**src/rtl/ir_nec_decoder.sv**
```systemverilog
// NEC IR receive decoder: measures mark/space durations in prescaled ticks and assembles 32-bit frames.
// Optional build macro IR_INVERT_CHECK_EN gates commit on the command/inverted-command byte check.
module ir_nec_decoder #(
    parameter int CLK_FREQ_HZ = 50_000_000,
    parameter int TICK_US     = 10
) (
    input  logic        clk,
    input  logic        rst_n,
    input  logic        ir_rx,
    output logic [31:0] ir_command,
    output logic        ir_data_ready,
    output logic        ir_repeat,
    output logic        ir_error,
    output logic        busy
);

    localparam int PRESC = CLK_FREQ_HZ / 1_000_000 * TICK_US;
    localparam int PW    = (PRESC > 1) ? $clog2(PRESC) : 1;

    typedef enum logic [2:0] {
        IDLE, LEAD_MARK, LEAD_SPACE, BIT_MARK, BIT_SPACE, STOP_MARK, RPT_MARK
    } state_t;

    state_t        state_q, state_d;
    logic [2:0]    sync_q;
    logic [PW-1:0] presc_q;
    logic [10:0]   dur_q;
    logic [4:0]    idx_q, idx_d;
    logic [31:0]   shift_q, shift_d, shift_ins;
    logic [31:0]   cmd_q, cmd_d;
    logic          rdy_q, rdy_d, rpt_q, rpt_d, err_q, err_d;
    logic          tick, rise, fall, edge_s;
    logic [10:0]   phase_max;
    logic          bit_zero, bit_one;

    function automatic logic in_win(input logic [10:0] v, input logic [10:0] lo,
                                    input logic [10:0] hi);
        return (v >= lo) && (v <= hi);
    endfunction

    // Synchroniser resets to the idle (high) level so release never fakes an edge.
    always_ff @(posedge clk) begin
        if (!rst_n) sync_q <= 3'b111;
        else        sync_q <= {sync_q[1:0], ir_rx};
    end

    assign rise   = sync_q[1] & ~sync_q[2];
    assign fall   = ~sync_q[1] & sync_q[2];
    assign edge_s = rise | fall;
    assign tick   = (presc_q == PW'(PRESC - 1));

    always_ff @(posedge clk) begin
        if (!rst_n) begin
            presc_q <= '0;
            dur_q   <= '0;
        end else begin
            presc_q <= tick ? '0 : presc_q + 1'b1;
            if (edge_s)
                dur_q <= '0;
            else if (tick && dur_q != 11'd2047)
                dur_q <= dur_q + 11'd1;
        end
    end

    always_ff @(posedge clk) begin
        if (!rst_n) begin
            state_q <= IDLE;
            idx_q   <= '0;
            shift_q <= '0;
            cmd_q   <= '0;
            rdy_q   <= 1'b0;
            rpt_q   <= 1'b0;
            err_q   <= 1'b0;
        end else begin
            state_q <= state_d;
            idx_q   <= idx_d;
            shift_q <= shift_d;
            cmd_q   <= cmd_d;
            rdy_q   <= rdy_d;
            rpt_q   <= rpt_d;
            err_q   <= err_d;
        end
    end

    assign bit_zero = in_win(dur_q, 11'd40, 11'd70);
    assign bit_one  = in_win(dur_q, 11'd140, 11'd200);

    always_comb begin
        shift_ins        = shift_q;
        shift_ins[idx_q] = bit_one;
    end

    always_comb begin
        state_d   = state_q;
        idx_d     = idx_q;
        shift_d   = shift_q;
        cmd_d     = cmd_q;
        rdy_d     = 1'b0;
        rpt_d     = 1'b0;
        err_d     = 1'b0;
        phase_max = 11'd2047;
        case (state_q)
            LEAD_MARK:  phase_max = 11'd1000;
            LEAD_SPACE: phase_max = 11'd500;
            BIT_SPACE:  phase_max = 11'd200;
            BIT_MARK, STOP_MARK, RPT_MARK: phase_max = 11'd70;
            default:    phase_max = 11'd2047;
        endcase

        if (edge_s) begin
            case (state_q)
                IDLE: if (fall) state_d = LEAD_MARK;
                LEAD_MARK: begin
                    if (in_win(dur_q, 11'd800, 11'd1000)) state_d = LEAD_SPACE;
                    else begin state_d = IDLE; err_d = 1'b1; end
                end
                LEAD_SPACE: begin
                    if (in_win(dur_q, 11'd400, 11'd500)) begin
                        state_d = BIT_MARK;
                        idx_d   = '0;
                        shift_d = '0;
                    end else if (in_win(dur_q, 11'd200, 11'd250)) begin
                        state_d = RPT_MARK;
                    end else begin
                        state_d = IDLE;
                        err_d   = 1'b1;
                    end
                end
                BIT_MARK: begin
                    if (in_win(dur_q, 11'd40, 11'd70)) state_d = BIT_SPACE;
                    else begin state_d = IDLE; err_d = 1'b1; end
                end
                BIT_SPACE: begin
                    if (bit_zero || bit_one) begin
                        shift_d = shift_ins;
                        if (idx_q == 5'd31) begin
                            state_d = STOP_MARK;
`ifdef IR_INVERT_CHECK_EN
                            if (shift_ins[31:24] == ~shift_ins[23:16]) begin
                                cmd_d = shift_ins;
                                rdy_d = 1'b1;
                            end else begin
                                err_d = 1'b1;
                            end
`else
                            cmd_d = shift_ins;
                            rdy_d = 1'b1;
`endif
                        end else begin
                            idx_d   = idx_q + 5'd1;
                            state_d = BIT_MARK;
                        end
                    end else begin
                        state_d = IDLE;
                        err_d   = 1'b1;
                    end
                end
                // A bad stop mark only flags; data committed one phase earlier stands.
                STOP_MARK: begin
                    state_d = IDLE;
                    err_d   = !in_win(dur_q, 11'd40, 11'd70);
                end
                RPT_MARK: begin
                    state_d = IDLE;
                    if (in_win(dur_q, 11'd40, 11'd70)) rpt_d = 1'b1;
                    else                               err_d = 1'b1;
                end
                default: state_d = IDLE;
            endcase
        end else if (state_q != IDLE && tick && dur_q >= phase_max) begin
            // Timeout on the tick that would carry the count past the phase maximum.
            state_d = IDLE;
            err_d   = 1'b1;
        end
    end

    assign ir_command    = cmd_q;
    assign ir_data_ready = rdy_q;
    assign ir_repeat     = rpt_q;
    assign ir_error      = err_q;
    assign busy          = (state_q != IDLE);

endmodule

```
**config.mk**
```make
export PLATFORM = sky130hd
export DESIGN_NAME = ir_nec_decoder
export DESIGN_NICKNAME = d
export VERILOG_FILES = /design/src/rtl/ir_nec_decoder.sv
export SDC_FILE = /design/constraint.sdc
export NUM_CORES = 1
export LEC_CHECK = 0
export BUFFER_PORTS_ARGS = -buffer_cell sky130_fd_sc_hd__buf_2
export CORE_AREA = 5 5 99 139
export CTS_BUF_LIST = sky130_fd_sc_hd__clkbuf_4 sky130_fd_sc_hd__clkbuf_8
export CTS_CLUSTER_DIAMETER = 50
export DETAILED_ROUTE_END_ITERATION = 7
export DIE_AREA = 0 0 104 144
export SYNTH_ARGS = -nofsm -noshare
export SYNTH_HDL_FRONTEND = slang
export SYNTH_SLANG_ARGS = --single-unit
```
**constraint.sdc**
```tcl
create_clock -name clk -period 7.3 [get_ports clk]
set_input_delay 1.46 -clock clk [delete_from_list [all_inputs] [get_ports clk]]
set_output_delay 1.46 -clock clk [all_outputs]
set_load 0.005 [all_outputs]
```
==> impl_metrics.csv, run 1 <==
group,metric,value,unit
timing,worstMarginPinSlew,1.18,ns
layout,area_growth,6.53,%
place,dp.cells,784,
critical_path,start_kind,"input port",
floorplan,start_util,43.5,%
place,hpwl,8860,um
place,place_area,0.00560,mm^2
grt,grt_pass1_wl,22900,um
synth,ys_ff_latch,98,
power,internal_power,0.716,mW
power,power,0.945,mW
synth,synth_area_leaders,"dfxtp_1, nor2_1, a211oi_2",
outcome,status,"completed",
power,leakage,2.16,nW
layout,layout.cells.non_filler,800,
timing,finalCriticalPeriod,4.07,ns
grt,antenna_found_initial,0,
detailed_routing,drtIter0Drc,269,
synth,netlist.top_cell.by_area,"dfxtp_1",
synth,synth.top_cell.area_share,36.0,%
min_path,hold_path_class,"reg2reg",
grt,grt_pass1_vias,4696,
floorplan,die_x,104,um
place,place.gp.congestion,0.872,
synth,synth_commonest_cells,"dfxtp_1, nor2_1, nand2_1",
timing,rsz0062_at_grt,"no",
critical_path,r2r_setup_slack,4.05,ns
timing,setup_tns,0,ns
floorplan,ios,39,
timing,max-slew-margin-rel,21.0,%
power,worst_ir_drop_vdd,79.0,uV
timing,setup_slack,3.23,ns
floorplan,dieArea,0.0150,mm^2
power,p_per_area,163,mW/mm^2
grt,overflow,0,
synth,syn_nets,662,
synth,yosysWarningCount,0,
critical_path,crit_fanout,48,
synth,synth.most_common_cell,"dfxtp_1",
timing,setup_viol,0,
timing,fin_skew,0.00725,ns
detailed_routing,final_antenna_net_count,0,
critical_path,critPathKind,"in2reg",
timing,hold_viol,0,
layout,drive_above_1_share,15.0,%
power,pwr-share-clk,39.0,%
cts,post_cts.repair.setup_buffers,0,
layout,final_area,0.00580,mm^2
floorplan,rows,49,
synth,synthFlopType,"dfxtp_1",
timing,final-max-slew-violation-count,0,
synth,synthCells,640,
detailed_routing,wl_per_cell,17.2,um
layout,nets,664,
cts,root_buffer,"clkbuf_8",
layout,final_core_util,46.4,%
power,p_switching,0.229,mW
timing,holdWs,0.442,ns
detailed_routing,via_per_inst,5.98,
cts,cts_buffer_depth,2,
place,numPortBuffers,38,
place,place_ws,2.84,ns
synth,synth-async-reset-ratio,0,%
synth,synth_edf_count,0,
critical_path,cp.required,7.54,ns
cts,clk_latency,0.37,ns
synth,syn_area,0.00544,mm^2
cts,clock_sinks,98,
grt,grt_util_all_layers,18.3,%
layout,diodes,0,
cts,cts_resized,0,
power,p_seq_share,57.1,%
detailed_routing,vias,4781,
cts,hold_buffers,0,
power,p_comb_share,3.9,%
critical_path,endpoint_kind,"flip-flop",
cts,path_clk_slew,0.10,ns
cts,cts_buffers,9,
timing,fin_crit_sh,55.7,%
critical_path,critPathArrivalTime,4.31,ns
synth,syn_area_per_cell,8.50,um^2
grt,grt_max_degree,66,
timing,fmax,246,MHz
cts,cts_max_level,3,
power,swShare,24.3,%
flow_run,drv_cap,0,
detailed_routing,drc,0,
detailed_routing,finalWirelength,13800,um
floorplan,core,0.0125,mm^2
floorplan,die_h,144,um
synth,ys_seq_area_share,36.0,%
detailed_routing,drtPass1Iterations,5,
synth,synth_cell_types,64,
cts,cts_tree,"done",
[power by group through the flow]
| stage | clock [mW] | sequential, mW | combinational [mW] |
|---|---|---|---|
| CTS | 0.383 | 0.540 | 0.0370 |
| global placement | 0 | 0.552 | 0.0349 |
| global route | 0.402 | 0.541 | 0.0408 |
| detailed placement | 0 | 0.552 | 0.0366 |
| floorplan | 0 | 0.551 | 0.0286 |
| finish | 0.368 | 0.540 | 0.0367 |
[cell type report]
cell class,instances,area [um^2]
fillers,1248,6710
repair buffers,43,228
inverters,15,56.3
clock buffers,10,138
well taps,153,191
flip-flops and latches,98,1960
multi-input cells,475,3160
clock inverters,6,65.1
[placed cells by master, fill, tap and decap left out, types with 6 or more instances in the layout]
master,n
nand4_1,9
and3_1,7
buf_2,38
dfxtp_1,98
nand2_1,49
nand2b_1,14
xnor2_1,10
o211ai_1,38
o31ai_1,13
nor2_1,92
inv_1,14
clkbuf_8,10
nor2b_1,8
nand3_1,22
o21ai_0,20
a21oi_1,32
o211a_1,8
nor3_1,12
ha_1,19
mux2i_1,26
a31oi_1,6
a211oi_2,24
[worst paths after layout]
kind | startpoint | to | cells past startpoint
setup / recovery | rst_n | shift_q[18] | 6
hold / removal | sync_q[0] | sync_q[1] | 1
setup reg to reg | state_q[0] | shift_q[18] | 5
hold reg to reg | sync_q[0] | sync_q[1] | 1
[critical path, cell delays in order]
cell	delay, ns
buf_2	0.07
buf_4	0.45
inv_2	0.45
nor2_1	0.23
nand4_1	0.93
o41ai_1	0.67
[sequential cells by signal, summed over array words and instances, names as in the netlist]
signal,flops
ir_data_ready,1
ir_error,1
idx_q,5
state_q,3
ir_repeat,1
shift_q,32
presc_q,9
dur_q,11
sync_q,3
ir_command,32
[layer usage]
metal / up-vias / track usage, % / share of wire [%]
met2: 111 / 33.2 / 51
met1: 2327 / 21.5 / 43
li1: 2315 / - / -
met3: 28 / 2.50 / 3.5
met4: 0 / 8.12 / 2.4
met5: - / 0 / 0
[kinds of logic after synthesis]
family                   after synthesis  synth area share, %
AO/OA/AOI/OAI                        174                 25.1
AND/OR/NAND/NOR                      240                 21.0
XOR/XNOR                              15                 2.41
flip-flops                            98                 36.0
adder cells (fa/ha/maj)               19                 4.37
buffers and inverters                 67                 6.05
multiplexers                          27                 4.99
(Power assumes the default switching activity.)
==> run 2: changes to the inputs <==
==> constraint.sdc (replaced) <==
create_clock -name clk -period 3.5 [get_ports clk]
set_input_delay 0.7 -clock clk [delete_from_list [all_inputs] [get_ports clk]]
set_output_delay 0.7 -clock clk [all_outputs]
set_load 0.005 [all_outputs]
==> run 2 against run 1 <==
  * Sequential cell count stayed put
  * Die area unchanged
  * Register-to-register slack lost 3.4 ns
  * Wire length fell by 4.9%
  * Cell count increased by 0.50%
  * Non-clock buffer count is 4 higher
  * Combinational power up 110%
  * First-iteration DRC count shrank 22%
  * Global-route usage fell by 0.84 points
  * Clock skew up 0.0028 ns
  * Highest routed layer unchanged
==> impl_metrics.csv, run 2 (synthesized netlist as in run 1, its figures left out) <==
group,metric,value,unit
detailed_routing,via_per_inst,5.85,
grt,grt_pass1_vias,4596,
detailed_routing,final_antenna_net_count,0,
floorplan,ios,39,
detailed_routing,drtPass1Iterations,5,
layout,final_common_cell,"dfxtp_1",
timing,fmax,352,MHz
flow_run,drv_cap,0,
cts,hold_buffers,0,
place,place.gp.congestion,0.894,
cts,cts_buffer_depth,2,
critical_path,cp_num_cells,10,
critical_path,critPathKind,"reg2reg",
floorplan,dieArea,0.0150,mm^2
critical_path,r2r-end,"state_q[2]",
timing,finalCriticalPeriod,2.84,ns
critical_path,cpMostUsedCell,"or2_2",
floorplan,die_h,144,um
timing,rsz0062_at_grt,"no",
critical_path,slowest_delay,0.66,ns
grt,overflow,0,
critical_path,reg2regPathDepth,10,
timing,setup_tns,0,ns
critical_path,endpoint_kind,"flip-flop",
min_path,holdPathEnd,"sync_q[1]",
floorplan,core,0.0125,mm^2
outcome,status,"completed",
floorplan,start_util,43.5,%
detailed_routing,drtIter0Drc,209,
timing,fin_crit_sh,81.2,%
detailed_routing,finalWirelength,13100,um
timing,max-slew-margin-rel,41.9,%
critical_path,regToRegStartpoint,"state_q[0]",
grt,grt_max_degree,66,
place,hpwl,8960,um
place,numPortBuffers,38,
cts,path_clk_slew,0.11,ns
layout,drive_above_1_share,15.5,%
layout,final_area,0.00586,mm^2
timing,fin_skew,0.0101,ns
grt,grt_pass1_wl,21900,um
layout,layout.cells.non_filler,804,
cts,root_buffer,"clkbuf_8",
detailed_routing,vias,4706,
min_path,holdPathStages,1,
place,dp.cells,788,
timing,worstMarginPinSlew,0.870,ns
power,leakage,2.19,nW
floorplan,die_x,104,um
layout,diodes,0,
min_path,hold_start,"sync_q[0]",
critical_path,crit_fanout,15,
place,place_area,0.00564,mm^2
grt,antenna_found_initial,0,
cts,clock_sinks,98,
cts,post_cts.repair.setup_buffers,0,
layout,area_growth,7.61,%
layout,nets,668,
grt,grt_util_all_layers,17.4,%
layout,final_cell_mix,"dfxtp_1, nor2_1, nand2_1, o211ai_1, buf_2",
cts,clk_latency,0.37,ns
power,p_per_area,343,mW/mm^2
critical_path,cp_num_buf_inv,0,
floorplan,rows,49,
detailed_routing,drc,0,
critical_path,r2r_setup_slack,0.66,ns
critical_path,start_kind,"flip-flop",
cts,cts_max_level,3,
timing,final-max-slew-violation-count,0,
cts,cts_resized,0,
min_path,hold_path_class,"reg2reg",
cts,cts_buffers,9,
detailed_routing,wl_per_cell,16.3,um
power,worst_ir_drop_vdd,163,uV
critical_path,critical_path.top_delay_family,"simple AND/OR/NAND/NOR gates",
critical_path,cp_cell_sequence,"or2_2, or2_2, nand2b_1, ha_1, or4b_2, a21oi_1, o21ai_0, a2bb2oi_1, nor2_1, a22o_1",
critical_path,critPathArrivalTime,3.17,ns
timing,hold_viol,0,
critical_path,cpMaxStageDelayCell,"or4b_2",
timing,setup_viol,0,
critical_path,cp.required,3.83,ns
cts,cts_tree,"done",
-- run 2: cell count changes in the layout (fill, tap and decap cells not counted) --
| cell | change |
|---|---|
| buf_12 | +1 |
| clkinv_8 | +1 |
| clkbuf_8 | -1 |
| clkinvlp_4 | -1 |
| inv_8 | +2 |
| clkinv_2 | -2 |
| inv_6 | +1 |
| buf_4 | +3 |
-- run 2: layer usage --
layer / part of all wire, % / wire length, um / vias up / track usage (%)
li1: - / - / 2331 / -
met1: 43 / 5600 / 2257 / 19.8
met2: 52 / 6830 / 99 / 33.0
met3: 3.2 / 421 / 19 / 2.95
met4: 1.9 / 255 / 0 / 6.07
met5: 0 / 0 / - / 0
-- run 2: power by group --
part	switching (mW)	internal (mW)	total (mW)
clock	0.452	0.353	0.805
combinational	0.0536	0.0226	0.0762
sequential	0.00624	1.12	1.13
-- run 2: stage by stage --
stage               power [mW]  hold slack [ns]  worst slack [ns]  utilization (%)
global route              2.10            0.432             0.465             46.8
CTS                       2.04            0.420             0.673             46.8
floorplan                 1.21            0.386             0.753                -
detailed placement        1.23            0.396             0.686             45.1
global placement          1.23            0.388             0.756             45.1
finish                    2.01            0.417             0.658             46.8
-- run 2: final cells by class --
class	count	area (um^2)
Fill cell	1251	6650
Multi-Input combinational cell	475	3160
Sequential cell	98	1960
Timing Repair Buffer	47	270
Tap cell	153	191
Clock buffer	9	124
Clock inverter	7	95.1
Inverter	15	56.3
-- run 2: worst max path at each step --
stage / start / end / slack, ns
global route: state_q[0] / state_q[2] / 0.47
detailed placement: state_q[0] / state_q[2] / 0.69
finish: state_q[0] / state_q[2] / 0.66
global placement: state_q[0] / state_q[2] / 0.76
floorplan: state_q[1] / state_q[2] / 0.75
CTS: state_q[0] / state_q[2] / 0.67
-- run 2: worst reg2reg max path: cells and delay by family (launching register included) --
kind,cells,cell delay [ns]
adders and majority gates,1,0.20
and+or+nand+nor,5,1.51
AOI/OAI and AO/OA,4,0.54
DFF,1,0.55
==> run 3: changes to the inputs <==
==> constraint.sdc (replaced) <==
create_clock -name clk -period 2.7 [get_ports clk]
set_input_delay 0.54 -clock clk [delete_from_list [all_inputs] [get_ports clk]]
set_output_delay 0.54 -clock clk [all_outputs]
set_load 0.005 [all_outputs]
==> run 3 against run 2 <==
  * Cell count grew 2.5%
  * Final area increased by 3.0%
  * First-iteration DRC count grew 4.3%
  * Wire length is 4.1% higher
  * Utilization up 1.4 points
  * Critical path depth up 1
  * Setup slack got worse by 0.56 ns
  * Non-clock buffer count increased by 20
  * Critical path type unchanged
  * Largest cell class unchanged
==> impl_metrics.csv, run 3 (synthesized netlist as in run 1, its figures left out) <==
group,metric,value,unit
floorplan,ios,39,
timing,setup_slack,0.0966,ns
floorplan,die_x,104,um
critical_path,r2r-end,"state_q[2]",
critical_path,cp.required,3.02,ns
layout,fillers,1246,
cts,hold_buffers,0,
detailed_routing,drc,0,
floorplan,rows,49,
layout,final_common_cell,"dfxtp_1",
place,numPortBuffers,38,
cts,cts_tree,"done",
place,place_area,0.00581,mm^2
detailed_routing,finalWirelength,13700,um
grt,grt_pass1_wl,23100,um
min_path,hold_start,"ir_rx",
critical_path,critPathKind,"reg2reg",
place,hpwl,9430,um
place,dp.cells,808,
grt,grt_max_degree,48,
floorplan,start_util,43.5,%
layout,final_area,0.00603,mm^2
power,swShare,24.2,%
timing,worstMarginPinSlew,0.555,ns
cts,cts_max_level,3,
floorplan,core,0.0125,mm^2
timing,max-slew-margin-rel,62.5,%
timing,fin_skew,0.0134,ns
power,p_seq_share,56.7,%
detailed_routing,via_per_inst,5.82,
timing,fmax,384,MHz
timing,hold_viol,0,
place,place.gp.congestion,0.856,
timing,finalCriticalPeriod,2.60,ns
layout,final_cell_mix,"dfxtp_1, nor2_1, nand2_1, o211ai_1, buf_2",
critical_path,r2r_setup_slack,0.1,ns
layout,layout.cells.non_filler,824,
place,place_ws,0.131,ns
grt,antenna_found_initial,0,
min_path,holdPathEnd,"sync_q[0]",
layout,area_growth,10.9,%
detailed_routing,drtIter0Drc,218,
detailed_routing,vias,4792,
layout,nets,688,
critical_path,start_kind,"flip-flop",
timing,final-max-slew-violation-count,0,
cts,cts_buffer_depth,2,
detailed_routing,wl_per_cell,16.6,um
timing,holdWs,0.357,ns
layout,drive_above_1_share,18.6,%
grt,overflow,0,
cts,clock_sinks,98,
critical_path,crit_fanout,6,
grt,grt_pass1_vias,4860,
detailed_routing,drtPass1Iterations,4,
cts,root_buffer,"clkbuf_8",
critical_path,endpoint_kind,"flip-flop",
critical_path,critPathArrivalTime,2.92,ns
critical_path,regToRegStartpoint,"state_q[2]",
power,internal_power,1.95,mW
power,pwr-share-clk,39.0,%
flow_run,drv_cap,0,
power,p_per_area,426,mW/mm^2
cts,cts_resized,0,
power,p_comb_share,4.3,%
outcome,status,"completed",
power,power,2.57,mW
cts,path_clk_slew,0.09,ns
timing,fin_crit_sh,96.4,%
detailed_routing,final_antenna_net_count,0,
floorplan,die_h,144,um
cts,clk_latency,0.38,ns
timing,setup_viol,0,
power,worst_ir_drop_vdd,258,uV
layout,diodes,0,
min_path,holdPathStages,2,
power,p_switching,0.623,mW
critical_path,reg2regPathDepth,11,
min_path,hold_path_class,"in2reg",
cts,post_cts.repair.setup_buffers,0,
cts,cts_buffers,9,
grt,grt_util_all_layers,18.4,%
power,leakage,2.28,nW
floorplan,dieArea,0.0150,mm^2
[run 3: critical path, cell delays in order (launching register included)]
cell and delay, ns:
dfxtp_1 0.36, and2_1 0.21, nor2_1 0.12, a21oi_2 0.08
nand2b_4 0.17, ha_1 0.19, or4b_2 0.67, a21oi_1 0.13
o21ai_0 0.10, a2bb2oi_1 0.16, nor2_1 0.19, a22o_1 0.17
[run 3: worst max-delay path by stage]
| stage | cells after the start | slack [ns] | start | end |
|---|---|---|---|---|
| after floorplan | 12 | 0.03 | state_q[0] | state_q[2] |
| after global placement | 11 | 0.22 | state_q[2] | state_q[2] |
| after detailed placement | 10 | 0.13 | state_q[0] | state_q[2] |
| after CTS | 10 | 0.11 | state_q[0] | state_q[2] |
| after global routing | 11 | -0.01 | state_q[2] | state_q[2] |
| final | 11 | 0.1 | state_q[2] | state_q[2] |
[run 3: routing by layer]
metal  share of wire (%)  vias up  track usage (%)
met3                 3.4       23             3.26
met4                 2.4        0             7.37
met5                   0        -                0
met1                  42     2305             21.2
met2                  52       89             33.6
li1                    -     2375                -
[run 3: layout make-up]
class                   count  area, um^2  share of cell area, %
inverters                  15        56.3                  0.933
clock inverters             6        71.3                   1.18
repair buffers             67         433                   7.17
multi-input cells         475        3180                   52.7
clock buffers              10         138                   2.28
well taps                 153         191                   3.17
flip-flops and latches     98        1960                   32.5
[run 3: power by group through the flow]
stage | sequential (mW) | clock, mW | combinational [mW]
6_report | 1.46 | 1.00 | 0.110
5_1_grt | 1.46 | 1.10 | 0.122
4_1_cts | 1.46 | 1.04 | 0.106
3_5_place_dp | 1.49 | 0 | 0.106
3_3_place_gp | 1.49 | 0 | 0.104
2_1_floorplan | 1.49 | 0 | 0.0773
[run 3: metrics by stage]
step | setup TNS, ns | util (%)
after floorplan | 0 | -
after global placement | 0 | 46.4
after detailed placement | 0 | 46.4
after CTS | 0 | 48.1
after global routing | -0.0247 | 48.2
final | 0 | 48.2
